### src/rtl/mem_access_unit_pkg.sv
// Shared definitions for the load/store unit: FSM states, RISC-V funct3 codes
// and a small decode helper used by the top and the lane aligner.
package mem_access_unit_pkg;

  typedef enum logic [1:0] {
    IDLE = 2'd0,
    ACC0 = 2'd1,
    ACC1 = 2'd2,
    RESP = 2'd3
  } mem_state_t;

  localparam logic [2:0] F3_LB  = 3'b000;
  localparam logic [2:0] F3_LH  = 3'b001;
  localparam logic [2:0] F3_LW  = 3'b010;
  localparam logic [2:0] F3_LBU = 3'b100;
  localparam logic [2:0] F3_LHU = 3'b101;
  localparam logic [2:0] F3_SB  = 3'b000;
  localparam logic [2:0] F3_SH  = 3'b001;
  localparam logic [2:0] F3_SW  = 3'b010;

  function automatic logic f3_illegal(input logic we, input logic [2:0] f3);
    if (we) return (f3 > F3_SW);
    return (f3 == 3'b011) || (f3 == 3'b110) || (f3 == 3'b111);
  endfunction

endpackage

### src/rtl/mem_access_unit_lane_align.sv
// Combinational byte-lane steering: store data/enables for both bus words and
// merge/extension of load data read from one or two bus words.
module lane_align
  import mem_access_unit_pkg::*;
#(
  parameter int XLEN    = 32,
  parameter bit BIG_END = 1'b1,
  localparam int BYTES  = XLEN / 8,
  localparam int OFFW   = $clog2(BYTES),
  localparam int SHW    = $clog2(XLEN)
) (
  input  logic [OFFW-1:0]  i_offset,
  input  logic [2:0]       i_funct3,
  input  logic [XLEN-1:0]  i_wdata,
  input  logic [XLEN-1:0]  i_rd0,
  input  logic [XLEN-1:0]  i_rd1,
  output logic [BYTES-1:0] o_be0,
  output logic [BYTES-1:0] o_be1,
  output logic [XLEN-1:0]  o_wdata0,
  output logic [XLEN-1:0]  o_wdata1,
  output logic [XLEN-1:0]  o_rdata
);

  function automatic logic [XLEN-1:0] bswap(input logic [XLEN-1:0] d);
    logic [XLEN-1:0] r;
    r = '0;
    for (int b = 0; b < BYTES; b++) r[8*b +: 8] = d[8*(BYTES-1-b) +: 8];
    return r;
  endfunction

  function automatic logic [BYTES-1:0] brev(input logic [BYTES-1:0] m);
    logic [BYTES-1:0] r;
    r = '0;
    for (int b = 0; b < BYTES; b++) r[b] = m[BYTES-1-b];
    return r;
  endfunction

  logic [SHW-1:0]     w_trim;
  logic [XLEN-1:0]    w_nmask;
  logic [BYTES-1:0]   w_nbmask;
  logic [XLEN-1:0]    w_seq_st;
  logic [2*XLEN-1:0]  w_img_st;
  logic [2*BYTES-1:0] w_bmask;
  logic [2*XLEN-1:0]  w_img_ld;
  logic [XLEN-1:0]    w_val;

  always_comb begin
    w_trim   = '0;
    w_nmask  = '1;
    w_nbmask = '1;
    case (i_funct3[1:0])
      2'b00: begin
        w_trim   = SHW'(XLEN - 8);
        w_nmask  = XLEN'(8'hFF);
        w_nbmask = BYTES'(1);
      end
      2'b01: begin
        w_trim   = SHW'(XLEN - 16);
        w_nmask  = XLEN'(16'hFFFF);
        w_nbmask = BYTES'(3);
      end
      default: begin
        w_trim   = '0;
        w_nmask  = '1;
        w_nbmask = '1;
      end
    endcase
  end

  // Work in address order (byte 0 = lowest address) across a two-word window,
  // then map each word onto bus lanes for the configured endianness.
  assign w_seq_st = BIG_END ? (bswap(i_wdata) >> w_trim) : (i_wdata & w_nmask);
  assign w_img_st = {{XLEN{1'b0}}, w_seq_st} << {i_offset, 3'b000};
  assign w_bmask  = {{BYTES{1'b0}}, w_nbmask} << i_offset;

  assign o_wdata0 = BIG_END ? bswap(w_img_st[XLEN-1:0])    : w_img_st[XLEN-1:0];
  assign o_wdata1 = BIG_END ? bswap(w_img_st[2*XLEN-1:XLEN]) : w_img_st[2*XLEN-1:XLEN];
  assign o_be0    = BIG_END ? brev(w_bmask[BYTES-1:0])     : w_bmask[BYTES-1:0];
  assign o_be1    = BIG_END ? brev(w_bmask[2*BYTES-1:BYTES]) : w_bmask[2*BYTES-1:BYTES];

  assign w_img_ld = {(BIG_END ? bswap(i_rd1) : i_rd1), (BIG_END ? bswap(i_rd0) : i_rd0)}
                    >> {i_offset, 3'b000};
  assign w_val    = BIG_END ? (bswap(w_img_ld[XLEN-1:0]) >> w_trim)
                            : (w_img_ld[XLEN-1:0] & w_nmask);

  always_comb begin
    case (i_funct3)
      F3_LB:   o_rdata = {{(XLEN-8){w_val[7]}}, w_val[7:0]};
      F3_LH:   o_rdata = {{(XLEN-16){w_val[15]}}, w_val[15:0]};
      default: o_rdata = w_val;
    endcase
  end

endmodule

### src/rtl/mem_access_unit.sv
// Load/store unit between a RISC-V pipeline and a word-wide bus; splits
// word-crossing accesses into two bus transfers or reports them as errors.
module mem_access_unit
  import mem_access_unit_pkg::*;
#(
  parameter int XLEN           = 32,
  parameter bit BIG_END        = 1'b1,
  parameter bit MISALIGN_SPLIT = 1'b1,
  localparam int BYTES         = XLEN / 8,
  localparam int OFFW          = $clog2(BYTES)
) (
  input  logic             clk,
  input  logic             rst,
  input  logic             req_valid,
  output logic             req_ready,
  input  logic             req_we,
  input  logic [2:0]       req_funct3,
  input  logic [XLEN-1:0]  req_addr,
  input  logic [XLEN-1:0]  req_wdata,
  output logic             rsp_valid,
  output logic [XLEN-1:0]  rsp_rdata,
  output logic             rsp_err,
  output logic             bus_req,
  output logic             bus_we,
  output logic [XLEN-1:0]  bus_addr,
  output logic [XLEN-1:0]  bus_wdata,
  output logic [BYTES-1:0] bus_be,
  input  logic             bus_ack,
  input  logic             bus_err,
  input  logic [XLEN-1:0]  bus_rdata,
  output mem_state_t       dbg_state
);

  mem_state_t       r_state;
  logic             r_we;
  logic [2:0]       r_funct3;
  logic [OFFW-1:0]  r_offset;
  logic [XLEN-1:0]  r_waddr;
  logic [XLEN-1:0]  r_wdata;
  logic             r_split;
  logic             r_err;
  logic [XLEN-1:0]  r_rd0;
  logic [XLEN-1:0]  r_rd1;
  logic             r_rsp_valid;
  logic             r_rsp_err;
  logic [XLEN-1:0]  r_rsp_rdata;

  logic             w_illegal;
  logic             w_misalign;
  logic [BYTES-1:0] w_be0;
  logic [BYTES-1:0] w_be1;
  logic [XLEN-1:0]  w_wd0;
  logic [XLEN-1:0]  w_wd1;
  logic [XLEN-1:0]  w_ldata;
  logic             w_acc0;
  logic             w_acc1;

  assign w_illegal  = f3_illegal(req_we, req_funct3);
  assign w_misalign = ((req_funct3[1:0] == 2'b01) && (req_addr[OFFW-1:0] == '1)) ||
                      ((req_funct3[1:0] == 2'b10) && (req_addr[OFFW-1:0] != '0));

  lane_align #(
    .XLEN    (XLEN),
    .BIG_END (BIG_END)
  ) u_lane_align (
    .i_offset (r_offset),
    .i_funct3 (r_funct3),
    .i_wdata  (r_wdata),
    .i_rd0    (r_rd0),
    .i_rd1    (r_rd1),
    .o_be0    (w_be0),
    .o_be1    (w_be1),
    .o_wdata0 (w_wd0),
    .o_wdata1 (w_wd1),
    .o_rdata  (w_ldata)
  );

  // Request side: a transfer happens on a rising edge where req_valid and
  // req_ready are both 1; bus side: bus_req holds until bus_ack or bus_err.
  always_ff @(posedge clk or posedge rst) begin
    if (rst) begin
      r_state     <= IDLE;
      r_we        <= 1'b0;
      r_funct3    <= '0;
      r_offset    <= '0;
      r_waddr     <= '0;
      r_wdata     <= '0;
      r_split     <= 1'b0;
      r_err       <= 1'b0;
      r_rd0       <= '0;
      r_rd1       <= '0;
      r_rsp_valid <= 1'b0;
      r_rsp_err   <= 1'b0;
      r_rsp_rdata <= '0;
    end else begin
      r_rsp_valid <= 1'b0;
      r_rsp_err   <= 1'b0;
      r_rsp_rdata <= '0;
      case (r_state)
        IDLE: begin
          if (req_valid) begin
            r_we     <= req_we;
            r_funct3 <= req_funct3;
            r_offset <= req_addr[OFFW-1:0];
            r_waddr  <= {req_addr[XLEN-1:OFFW], {OFFW{1'b0}}};
            r_wdata  <= req_wdata;
            r_split  <= w_misalign;
            if (w_illegal || (w_misalign && !MISALIGN_SPLIT)) begin
              r_err   <= 1'b1;
              r_state <= RESP;
            end else begin
              r_err   <= 1'b0;
              r_state <= ACC0;
            end
          end
        end
        ACC0: begin
          if (bus_err) begin
            r_err   <= 1'b1;
            r_state <= RESP;
          end else if (bus_ack) begin
            r_rd0   <= bus_rdata;
            r_state <= r_split ? ACC1 : RESP;
          end
        end
        ACC1: begin
          if (bus_err) begin
            r_err   <= 1'b1;
            r_state <= RESP;
          end else if (bus_ack) begin
            r_rd1   <= bus_rdata;
            r_state <= RESP;
          end
        end
        RESP: begin
          // Response is registered here, so it appears the cycle after RESP.
          r_rsp_valid <= 1'b1;
          r_rsp_err   <= r_err;
          r_rsp_rdata <= (r_err || r_we) ? '0 : w_ldata;
          r_state     <= IDLE;
        end
        default: r_state <= IDLE;
      endcase
    end
  end

  assign w_acc0    = (r_state == ACC0);
  assign w_acc1    = (r_state == ACC1);
  assign req_ready = (r_state == IDLE);
  assign bus_req   = w_acc0 || w_acc1;
  assign bus_we    = bus_req && r_we;
  assign bus_addr  = w_acc0 ? r_waddr : (w_acc1 ? (r_waddr + XLEN'(BYTES)) : '0);
  assign bus_be    = w_acc0 ? w_be0 : (w_acc1 ? w_be1 : '0);
  assign bus_wdata = bus_we ? (w_acc0 ? w_wd0 : w_wd1) : '0;
  assign rsp_valid = r_rsp_valid;
  assign rsp_err   = r_rsp_err;
  assign rsp_rdata = r_rsp_rdata;
  assign dbg_state = r_state;

endmodule

### config.mk
export PLATFORM = sky130hd
export DESIGN_NAME = mem_access_unit
export DESIGN_NICKNAME = d
export VERILOG_FILES = /design/src/rtl/mem_access_unit_pkg.sv /design/src/rtl/mem_access_unit_lane_align.sv /design/src/rtl/mem_access_unit.sv
export SDC_FILE = /design/constraint.sdc
export NUM_CORES = 1
export LEC_CHECK = 0
export BUFFER_PORTS_ARGS = -buffer_cell sky130_fd_sc_hd__buf_2
export CAP_MARGIN = 25
export CELL_PAD_IN_SITES_DETAIL_PLACEMENT = 1
export CELL_PAD_IN_SITES_GLOBAL_PLACEMENT = 2
export CORE_MARGIN = 5
export CORE_UTILIZATION = 30
export CTS_BUF_LIST = sky130_fd_sc_hd__clkbuf_8
export CTS_CLUSTER_SIZE = 8
export DETAILED_ROUTE_END_ITERATION = 10
export GPL_TIMING_DRIVEN = 0
export PLACE_DENSITY_LB_ADDON = 0.1
export SYNTH_ARGS = -nofsm -noshare
export SYNTH_HDL_FRONTEND = slang
export SYNTH_SLANG_ARGS = --single-unit
### constraint.sdc
create_clock -name clk -period 10.9 [get_ports clk]
set_clock_uncertainty 0.2 [all_clocks]
set_input_delay 3.27 -clock clk [delete_from_list [all_inputs] [get_ports clk]]
set_output_delay 3.27 -clock clk [all_outputs]
set_load 0.1 [all_outputs]
## After elaboration in Yosys (flattened, before gate mapping)

Index checks and enable logic that the tools add are counted.

| word-level totals | value |
|---|---|
| register bits | 170 |
| input bits | 105 |
| output and inout bits | 107 |

| operators by class | value |
|---|---|
| add/subtract/negate cells | 1 |
| order comparisons | 1 |
| equality and inequality tests | 15 |
| shift-type cells | 5 |
| mux-type cells | 28 |
| bitwise operators | 1 |
| reductions and logical operators | 19 |

Operators by type and width:

| cell | number |
|---|---|
| 32-bit 2-to-1 mux | 6 |
| 32-bit one-hot mux with 2 select lines | 1 |
| 32-bit by 5-bit << shifter with 64-bit output | 1 |
| 32-bit by 5-bit >> shifter with 32-bit output | 2 |
| 64-bit by 5-bit >> shifter with 32-bit output | 1 |
| 32-bit by 3-bit adder with 32-bit output (second input constant) | 1 |
| 2-bit 2-to-1 mux | 6 |
| 3-bit AND reduction | 4 |
| 5-bit one-hot mux with 2 select lines | 1 |
| 1-bit 2-to-1 mux | 9 |
| 2-bit equality test (second input constant) | 4 |
| 4-bit 2-to-1 mux | 2 |
| 2-bit one-hot mux with 4 select lines | 1 |
| 4-bit one-hot mux with 2 select lines | 1 |
| 4-bit by 2-bit << shifter with 8-bit output | 1 |
| 2-bit by 1-bit equality test with 1-bit output (second input constant) | 3 |
| 3-bit equality test (second input constant) | 2 |
| 3-bit != test (second input constant) | 2 |
| 1-bit logical OR | 5 |
| 2-bit zero test | 2 |
| 2-bit nonzero test | 2 |
| 3-bit by 1-bit equality test with 1-bit output (second input constant) | 1 |
| 3-bit by 2-bit equality test with 1-bit output (second input constant) | 1 |
| 3-bit by 2-bit > comparator with 1-bit output (second input constant) | 1 |
| 8 further kinds | 10 |

## Longest topological paths before layout

| logic depth | value |
|---|---|
| depth after elaboration | 7 |
| gate-level depth with buffers | 8 |
| gate-level depth less buffers | 7 |

## Cells and area by module

From an unflattened synthesis, not the netlist that was laid out.

| second synthesis, totals | value |
|---|---|
| cell total of the unflattened synthesis | 987 |
| area total of the unflattened synthesis | 10182.3 um^2 |

Modules (own cells, without submodules):

| module | times used | cells an instance | area an instance (um^2) |
|---|---|---|---|
| mem_access_unit | 1 | 621 | 7674.9 |
| lane_align | 1 | 366 | 2507.4 |

## Worst setup path before layout

Ideal clock, no wire load.

| path | value |
|---|---|
| kind | register -> output |
| start | register r_state[0], in the netlist dbg_state[0] |
| end | output port bus_wdata[10] |
| arrival | 4946 ps |
| required time | 7430 ps |
| slack | 2484 ps |
| stages on the path, launching flop included | 6 |
| cell sequence | dfrtp_1 -> inv_1 -> ha_1 -> nand2_1 -> clkbuf_1 -> a311oi_1 |

| between the ends | value |
|---|---|
| cells in the longest elaborated chain, start to end | 4 |
| elaborated cells between the ends (all ways) | 6 |
| classes of those cells | 2 x eq/ne; 2 x mux; 2 x reduce/logical |

RTL lines:

| what | RTL line | RTL |
|---|---|---|
| start, declared | mem_access_unit.sv:34 | `mem_state_t r_state;` |
| start signal, assigned | mem_access_unit.sv:123 | `r_state <= r_split ? ACC1 : RESP;` |
| 2-bit by 1-bit equality test with 1-bit output / 2-bit equality test (equally long branches) | mem_access_unit.sv:147, mem_access_unit.sv:148 |  |
| 1-bit logical OR * | mem_access_unit.sv:150 | `assign bus_req = w_acc0 \|\| w_acc1;` |
| net bus_req | mem_access_unit.sv:23 | `output logic bus_req,` |
| 1-bit logical AND * | mem_access_unit.sv:151 | `assign bus_we = bus_req && r_we;` |
| 32-bit 2-to-1 mux * | mem_access_unit.sv:154 | `assign bus_wdata = bus_we ? (w_acc0 ? w_wd0 : w_wd1) : '0;` |
| end, declared | mem_access_unit.sv:26 | `output logic [XLEN-1:0] bus_wdata,` |

Mark *: on every way through the listed nets, which the timed path passes. The rest lies on a longest branch.

## Worst setup path after layout

| path | value |
|---|---|
| start | register r_funct3[1] |
| end | output port bus_be[3] |

| between the ends | value |
|---|---|
| cells in the longest elaborated chain, start to end | 5 |
| elaborated cells between the ends (all ways) | 6 |
| classes of those cells | 1 x eq/ne; 1 x shift; 3 x mux; 1 x reduce/logical |

RTL lines:

| what | RTL line | RTL |
|---|---|---|
| start, declared | mem_access_unit.sv:36 | `logic [2:0] r_funct3;` |
| start signal, assigned | mem_access_unit.sv:103 | `r_funct3 <= req_funct3;` |
| 2-bit by 1-bit equality test with 1-bit output / 2-bit zero test (equally long branches) | mem_access_unit_lane_align.sv:51 | `case (i_funct3[1:0])` |
| 4-bit one-hot mux with 2 select lines * | mem_access_unit_lane_align.sv:51 |  |
| 4-bit by 2-bit << shifter with 8-bit output * | mem_access_unit_lane_align.sv:74 | `assign w_bmask = {{BYTES{1'b0}}, w_nbmask} << i_offset;` |
| 4-bit 2-to-1 mux | mem_access_unit.sv:153 | `assign bus_be = w_acc0 ? w_be0 : (w_acc1 ? w_be1 : '0);` |
| 4-bit 2-to-1 mux * | mem_access_unit.sv:153 |  |
| end, declared | mem_access_unit.sv:27 | `output logic [BYTES-1:0] bus_be,` |

Every way passes the cells marked *; elsewhere a longest branch is shown, timed or not.

==> results.yml <==
sta:
  rsz0062_at_grt: "no"
  setup_tns_ns: 0
  slew_viol_final: 0
  worstMarginPinSlew_ns: 0.9350
  max_slew_margin: 0.3744
  finalSetupViolCount: 0
  finalCriticalPeriod_ns: 7.137
  hold_viol: 0
  fmax_ghz: 0.1401
  finalCritPeriodShare: 0.6548
clocking:
  path_clk_slew_ns: 0.10
  h-tree-depth: 4
  cts.sinks: 162
  clock_latency_ns: 0.48
  cts-resized-gates: 0
  cts_tree: "done"
  cts_made_buffers: 17
  clock_path_buffers: 2
  cts_hold_buf: 0
  postCtsSetupRepairBufs: 0
  root_buffer: "clkbuf_8"
worst_setup_path:
  cp-end-kind: "primary output"
  path_max_fanout: 10
  crit_path_start_kind: "flip-flop"
  rr_endpoint: "rsp_rdata[2]"
  worstPathArrival_ns: 3.67
  timing.rr.start: "r_offset[1]"
  path_class: "flip-flop to primary output"
  crit_required_ns: 7.43
  rr_worst_depth: 6
  regToRegSetupSlack_ns: 7.71
worst_hold_path:
  hold_depth: 1
  worstHoldStart: "r_split"
  whs_endpoint: "r_split"
  hold_path.class: "flip-flop to flip-flop"
floorplan:
  die_y_microns: 187.1
  core_area_sq_um: 30750
  start_util: 0.3059
  boundaryPins: 212
  die_area_sq_um: 35000
  rows: 64
  die_w_microns: 187.1
final_layout:
  syn2layout_area_growth_pct: 20.72
  finalNetCount: 1222
  nFillCells: 3554
  drive_gt1_frac: 0.3826
grt:
  track_usage: 0.2087
  grt_max_degree: 86
  grt_pass1_vias: 8830
  antenna_found_initial: 4
  grt_pass1_wl_microns: 56140
  grt-ovfl-total: 0
placement:
  gp_congestion: 0.8644
  io_buffers: 209
  hpwl_microns: 26820
synthesis:
  synth_edf_count: 0
  ys_seq_elements: 162
  synthFlopType: "dfrtp_1"
  yosysTopAreaCell: "dfrtp_1"
  netlist_area_sq_um: 9407
  syn_inst: 882
  synthTopCellsByCount: "162 x dfrtp_1, 141 x mux2_2, 82 x a21oi_1, 55 x nand2_1, 52 x mux2i_1"
  yosys-top-cells-area: "dfrtp_1 43%, mux2_2 17%, mux2i_1 5.5%"
  synth.avg_cell_area_sq_um: 10.66
  yosysUniqueCellTypes: 68
  yosysMostFrequentCell: "dfrtp_1"
  synth_warnings: 0
  synth_top_area_share: 0.4310
  synth-async-reset-ratio: 1.000
  yosysSeqAreaShare: 0.4310
detailed_routing:
  viasPerCell: 5.379
  post_drt_wl_per_cell_microns: 24.09
  drt_iter0_markers: 449
  routed_wl_microns: 36630
  drcViolationCount: 0
  dr.pass1.iters: 5
  num_vias: 8181
  ant_nets: 0
run:
  drv_cap: 0
run_status:
  status: "completed"
## per-stage QoR
step                hold WS, ns  worst slack [ns]  instance area, sq um  cells  utilization
floorplan                0.2496             2.484                  9410    883            -
global placement         0.2654            0.7209                 10950   1488       0.3562
detailed placement       0.2724             4.277                 10990   1489       0.3573
CTS                      0.2968             3.736                 11350   1520       0.3692
global route             0.3215             3.529                 11360   1521       0.3693
finish                   0.2965             3.763                 11360   1521       0.3693
## cell type report
class | count | area, sq um | share of cell area
Multi-Input combinational cell | 638 | 4969 | 0.4375
Timing Repair Buffer | 210 | 1074 | 0.09453
Antenna cell | 1 | 2.502 | 0.0002204
Sequential cell | 162 | 4054 | 0.3570
Clock inverter | 14 | 132.6 | 0.01168
Buffer | 71 | 342.8 | 0.03019
Inverter | 12 | 52.55 | 0.004628
Tap cell | 396 | 495.5 | 0.04363
Clock buffer | 17 | 234.0 | 0.02060
## worst max-delay path, cell delays in order, from the launching register on
cell,delay [ns]
dfrtp_1,0.34
clkbuf_1,0.44
clkbuf_1,0.49
buf_2,0.35
buf_1,0.45
nand2_1,0.14
o21a_1,0.14
o32ai_1,0.29
buf_2,0.54
## state kept, by name (all words and copies together), names as in the netlist, 2 cells and up
signal,count
r_waddr,30
r_funct3,3
rsp_rdata,32
r_rd1,24
r_offset,2
r_rd0,32
dbg_state,2
r_wdata,32
## worst max-delay path by stage
stage / from / end / slack [ns] / cells after the start
floorplan: dbg_state[0] / bus_wdata[10] / 2.48 / 5
global placement: rst / r_wdata[12] / 0.72 / 2
detailed placement: r_funct3[1] / bus_be[1] / 4.28 / 9
CTS: r_funct3[1] / bus_be[1] / 3.74 / 9
global route: r_funct3[1] / bus_be[1] / 3.53 / 9
finish: r_funct3[1] / bus_be[3] / 3.76 / 8
## cells by family after synthesis
| kind of cell | count (synthesis) | synth area share |
|---|---|---|
| muxes | 207 | 0.2576 |
| buffers and inverters | 83 | 0.04123 |
| other | 1 | 0.0003987 |
| DFF | 162 | 0.4310 |
| adders and majority gates | 5 | 0.006651 |
| and+or+nand+nor | 225 | 0.1264 |
| xor gates and xnor gates | 8 | 0.007448 |
| AOI/OAI and AO/OA | 191 | 0.1293 |
## placed cells by master (no fill, tap or decap), types with 8 or more instances in the layout
| cell | synthesis | routed |
|---|---|---|
| a211oi_1 | 8 | 8 |
| nor2_1 | 51 | 51 |
| clkbuf_1 | 44 | 44 |
| o21ai_1 | 9 | 9 |
| nand4_1 | 10 | 10 |
| nor3_1 | 18 | 18 |
| o21ai_0 | 16 | 16 |
| o31a_1 | 8 | 8 |
| mux2_2 | 141 | 141 |
| a32oi_1 | 10 | 10 |
| mux4_2 | 14 | 14 |
| or4_1 | 14 | 14 |
| dfrtp_1 | 162 | 162 |
| or3_1 | 12 | 12 |
| nand3_1 | 18 | 18 |
| o22ai_1 | 16 | 16 |
| clkbuf_8 | 2 | 19 |
| inv_1 | 10 | 10 |
| a221o_1 | 8 | 8 |
| a21oi_1 | 82 | 82 |
| nand2_1 | 55 | 55 |
| mux2i_1 | 52 | 52 |
| buf_2 | 11 | 220 |
| nor2b_1 | 10 | 10 |
| o31ai_1 | 10 | 10 |
## routing by layer
metal  routed length, microns  part of all wire  track usage
met5                       39            0.0011            0
met4                      751             0.021      0.05575
met1                    16740              0.46       0.2788
met2                    17170              0.47       0.3397
met3                     1936             0.053      0.05133
Power is left out: the tool's default activity adds up to more than one toggle a clock period on the data nets, which glitch-free logic cannot reach.
